**config.mk**
```make
export PLATFORM = sky130hd
export DESIGN_NAME = voice_envelope_amp
export DESIGN_NICKNAME = d
export VERILOG_FILES = /design/src/rtl/voice_envelope_amp.sv
export SDC_FILE = /design/constraint.sdc
export NUM_CORES = 1
export LEC_CHECK = 0
export CAP_MARGIN = 20
export CORE_UTILIZATION = 32
export CTS_CLUSTER_DIAMETER = 200
export CTS_CLUSTER_SIZE = 20
export DETAILED_ROUTE_END_ITERATION = 16
export RECOVER_POWER = 50
export SLEW_MARGIN = 20
export SYNTH_ARGS = -nofsm -noshare
export SYNTH_HDL_FRONTEND = slang
export SYNTH_SLANG_ARGS = --single-unit
```
**constraint.sdc**
```tcl
create_clock -name clk -period 6.7 [get_ports clk]
set_clock_uncertainty 0.1 [all_clocks]
set_input_delay 1.34 -clock clk [delete_from_list [all_inputs] [get_ports clk]]
set_output_delay 1.34 -clock clk [all_outputs]
set_load 0.01 [all_outputs]
```
**src/rtl/voice_envelope_amp.sv**
```systemverilog
// voice_envelope_amp: per-voice ADSR envelope generator and amplitude stage
module voice_envelope_amp #(
    parameter int DATA_BITS     = 12,
    parameter int ENV_BITS      = 8,
    parameter int RATE_BITS     = 4,
    parameter int PRESCALE_BITS = 16
) (
    input  logic                 clk,
    input  logic                 rst,
    input  logic                 sample_tick,
    input  logic                 gate,
    input  logic [RATE_BITS-1:0] attack,
    input  logic [RATE_BITS-1:0] decay,
    input  logic [3:0]           sustain,
    input  logic [RATE_BITS-1:0] release_rate,
    input  logic [DATA_BITS-1:0] din,
    output logic [DATA_BITS-1:0] dout,
    output logic [ENV_BITS-1:0]  env,
    output logic [2:0]           state,
    output logic                 active
);
    typedef enum logic [2:0] {IDLE, ATTACK, DECAY, SUSTAIN, RELEASE} state_t;
    localparam logic [ENV_BITS-1:0] ENV_MAX = '1;
    state_t                   cur, nxt;
    logic                     gate_q, rise, fall, step;
    logic [ENV_BITS-1:0]      env_n, sus_lvl;
    logic [PRESCALE_BITS-1:0] presc, presc_n, lim;
    logic [RATE_BITS-1:0]     r;
    logic [DATA_BITS+ENV_BITS-1:0] prod;
    assign rise    = gate & ~gate_q;
    assign fall    = ~gate & gate_q;
    assign sus_lvl = ENV_BITS'({(ENV_BITS/4+1){sustain}});
    assign r       = cur == ATTACK ? attack : cur == DECAY ? decay : release_rate;
    assign lim     = (PRESCALE_BITS'(1) << r) - PRESCALE_BITS'(1);
    assign step    = sample_tick & (presc == lim);
    assign prod    = {{ENV_BITS{1'b0}}, din} * env;
    assign state   = cur;
    assign active  = cur != IDLE;
    // Registers: state, envelope, prescaler, gate history and scaled sample
    always_ff @(posedge clk or posedge rst) begin
        if (rst) begin
            cur    <= IDLE;
            env    <= '0;
            presc  <= '0;
            gate_q <= 1'b0;
            dout   <= '0;
        end else begin
            cur    <= nxt;
            env    <= env_n;
            presc  <= presc_n;
            gate_q <= gate;
            if (sample_tick) dout <= DATA_BITS'(prod >> ENV_BITS);
        end
    end
    // Next-state and envelope update; gate edges outrank rate steps
    always_comb begin
        nxt     = cur;
        env_n   = env;
        presc_n = sample_tick ? (step ? '0 : presc + 1'b1) : presc;
        if (rise) begin
            nxt = ATTACK;
        end else if (fall && (cur == ATTACK || cur == DECAY || cur == SUSTAIN)) begin
            nxt = RELEASE;
        end else begin
            case (cur)
                ATTACK: if (step) begin
                    if (env == ENV_MAX) nxt = DECAY;
                    else begin
                        env_n = env + 1'b1;
                        nxt   = env_n == ENV_MAX ? DECAY : ATTACK;
                    end
                end
                DECAY: if (step) begin
                    if (env <= sus_lvl) nxt = SUSTAIN;
                    else begin
                        env_n = env - 1'b1;
                        nxt   = env_n == sus_lvl ? SUSTAIN : DECAY;
                    end
                end
                SUSTAIN: env_n = sample_tick ? sus_lvl : env;
                RELEASE: if (step) begin
                    if (env == '0) nxt = IDLE;
                    else begin
                        env_n = env - 1'b1;
                        nxt   = env_n == '0 ? IDLE : RELEASE;
                    end
                end
                default: env_n = '0;
            endcase
        end
        if (rise || nxt != cur) presc_n = '0;
    end
endmodule

```
==> key figures, run 1 <==
Place
  • Setup WS pre-CTS: -15.6 ps
  • Buffers on Ports: 55
  • DP HPWL: 12.7 mm
  • Placed cells: 1,049
  • Placer Congestion: 0.846

Floorplanning
  • Core box area: 19,500 um2
  • Starting density of the core: 32.7%
  • Die width: 143 um
  • Die H: 143 um
  • Die ar.: 20,500 um2
  • Standard-cell rows: 51
  • Ports: 56

Routing
  • Via density: 5.06
  • Highest Signal Layer: met4
  • WL/cell: 15.2 um
  • Metal2 WL: 7.53 mm
  • TritonRoute pass-1 iters: 5
  • DRT met1 WL: 7.77 mm
  • Post-route ant nets: 0
  • DRC errors left: 0
  • Vias: 5,350
  • Iteration-0 DRC Markers: 303
  • Met3 WL: 601 um
  • Final wirelength: 16.0 mm

Clocking
  • Setup Buffers After CTS: 0
  • Clock sink count: 40
  • Worst-path clk slew: 60 ps
  • Hold Buf Count CTS: 0
  • Clock latency on the worst-skew pair: 290 ps
  • CTS tree: built
  • Cts bufs inserted: 5
  • Number of H-tree levels: 2
  • Clock Path Buffers: 2
  • Post_cts resized: 0
  • Root buf cell: clkbuf_16

Logic synthesis
  • Top-count cell post-synth: inv_1
  • Cell area after synthesis: 6380 um2
  • Library cells used by synthesis: 90
  • Warnings, synthesis: 0
  • Mapped Cells: 743
  • Synth area leaders: fa_1, dfrtp_1, ha_1, inv_1, nand2_1
  • Syn_area_per_cell: 8.59 um2
  • Syn nets: 886
  • Post-synth EDFFs: 0
  • Synth top cells by count: inv_1, nand2_1, fa_1
  • Register area share after synthesis: 15.7%
  • Yosys top cell by area: fa_1
  • Top_reg_cell synth: dfrtp_1
  • Post-synth ARST share: 100%
  • Top cell type's share of synthesized area: 18.5%
  • Yosys reg bits: 40

Timing
  • Post-route setup slack: 314 ps
  • Slew Limit Fails: 41
  • Least-Margin Pin Slew: 2300 ps
  • RSZ-0062 raised after global routing: false
  • Hold Vio Cnt, Final: 0
  • Fmax: 0.157 GHz
  • Slew HR: -53.5%
  • Fin crit period: 6390 ps
  • Final period utilization: 95.3%
  • Final count of negative-setup-slack endpoints: 0

Global routing
  • GRT Total Usage: 17.0%
  • Antenna violations before repair: 0
  • Number of global-route vias before repair: 5,424
  • Largest net degree at the start of global routing: 41
  • First-pass GRT wire length: 27.5 mm
  • GRT Residual Overflow: 0

Cells and area
  • Fin cells: 1,057
  • Final nets: 934
  • Antenna Cells: 0
  • Area growth, synth to finish: 15.9%
  • Share of layout cells above drive strength 1: 9.09%

Worst hold path
  • HP Class: register to register

Setup path
  • Slowest cell on crit path: clkdlybuf4s50_1
  • Critical path's top delay family: adder cells
  • Slowest stage delay, CP: 530 ps
  • Crit path required time: 6770 ps
  • Arr. time, crit path: 6460 ps
  • CP startpoint kind: primary input
  • WP buf/inv: 1
  • Most numerous cell on the critical path: fa_1
  • Crit-path cells: clkdlybuf4s50_1 -> and2_1 -> fa_1 -> fa_1 -> fa_1 -> fa_1 -> ha_1 -> a21o_1 -> a21o_1 -> a221o_1 -> nor3_1 -> o21a_1 -> nor3_1 -> or3_1 -> a21oi_1 -> xnor2_1 -> mux2_2
  • WS Path Type: primary input to register
  • Crit path max fanout: 8
  • Critical path endpoint category: register

Outcome
  • Failing checks: max-capacitance violations, max-slew violations
  • Status: finished, violations left

Power
  • Total power: 2.73 mW
  • Power per standard cell area: 369 nW/um2
  • Worst vdd ir: 0.221 mV
  • Static leakage: 3.41 nW

Job
  • Max Cap Viol: 1
[routing by layer]
metal,GRT usage (%),vias up
li1,-,2610
met1,24.0,2619
met2,28.0,108
met3,1.98,13
met4,2.63,0
met5,0,-
[worst register-to-register path: stages, from the launching register on]
cell and delay, ps:
dfrtp_1 710, and2_1 370, fa_1 550, fa_1 440
fa_1 530, fa_1 490, ha_1 320, a21o_1 190
a21o_1 170, a221o_1 360, nor3_1 150, o21a_1 190
nor3_1 80, or3_1 380, a21oi_1 190, xnor2_1 80
mux2_2 250
[path summary, 6_finish.rpt]
path,startpoint,end,slack (ps),cells after the start
worst max-delay path,din[6],dout[10],310,17
worst max register to register,env[4],dout[10],1010,16
min in group asynchronous,rst,presc[8],2240,3
worst min-delay path,dout[4],dout[4],410,1
max in group asynchronous,rst,state[0],2950,3
worst min register to register,dout[4],dout[4],410,1
[placed cells by master (no fill, tap or decap), types with 22 or more instances in the layout]
| cell type | count |
|---|---|
| a21oi_1 | 27 |
| and2_1 | 47 |
| buf_4 | 22 |
| clkdlybuf4s50_1 | 42 |
| dfrtp_1 | 40 |
| fa_1 | 59 |
| ha_1 | 52 |
| inv_1 | 85 |
| nand2_1 | 79 |
| nand3_1 | 22 |
| nor2_1 | 46 |
| xnor2_1 | 22 |
[sequential cells by signal, summed over array words and instances (netlist names)]
signal / cells
state: 3
gate_q: 1
presc: 16
env: 8
dout: 12
[report_power, final]
group	total, mW	leakage [nW]	internal (mW)	switching [mW]
Combinational	2.08	2.81	0.938	1.15
Clock	0.239	0.0681	0.139	0.0999
Sequential	0.407	0.532	0.299	0.109
Total	2.73	3.41	1.38	1.36
[metrics by stage]
step / utilization [%] / setup TNS [ps] / hold slack (ps) / cell area [um2]
after floorplan: - / 0 / 411 / 6380
after global placement: 37.2 / 0 / 391 / 7260
after detailed placement: 37.2 / -15.6 / 400 / 7260
after CTS: 37.9 / 0 / 417 / 7400
after global routing: 37.9 / 0 / 437 / 7400
final: 37.9 / 0 / 407 / 7400
[cells by family after synthesis]
family	share of synthesized area [%]
AO/OA/AOI/OAI	15.7
multiplexers	2.78
XOR/XNOR	6.15
adder cells (fa/ha/maj)	28.7
AND/OR/NAND/NOR	23.1
flip-flops	15.7
buffers and inverters	7.90
[area by class of cell]
| class | instances | area, um2 |
|---|---|---|
| Clock buffer | 7 | 133 |
| Fill cell | 2035 | 12100 |
| Clock inverter | 1 | 8.76 |
| Tap cell | 265 | 332 |
| Inverter | 87 | 327 |
| Sequential cell | 40 | 1000 |
| Timing Repair Buffer | 78 | 719 |
| Multi-Input combinational cell | 579 | 4880 |
No activity file was read; power rests on OpenSTA's default activity.
==> inputs of run 2 (changes only) <==
- CTS_CLUSTER_DIAMETER: 200 -> 100
==> results of run 2 <==
Final layout, timing and power as in run 1 (identical DEF).
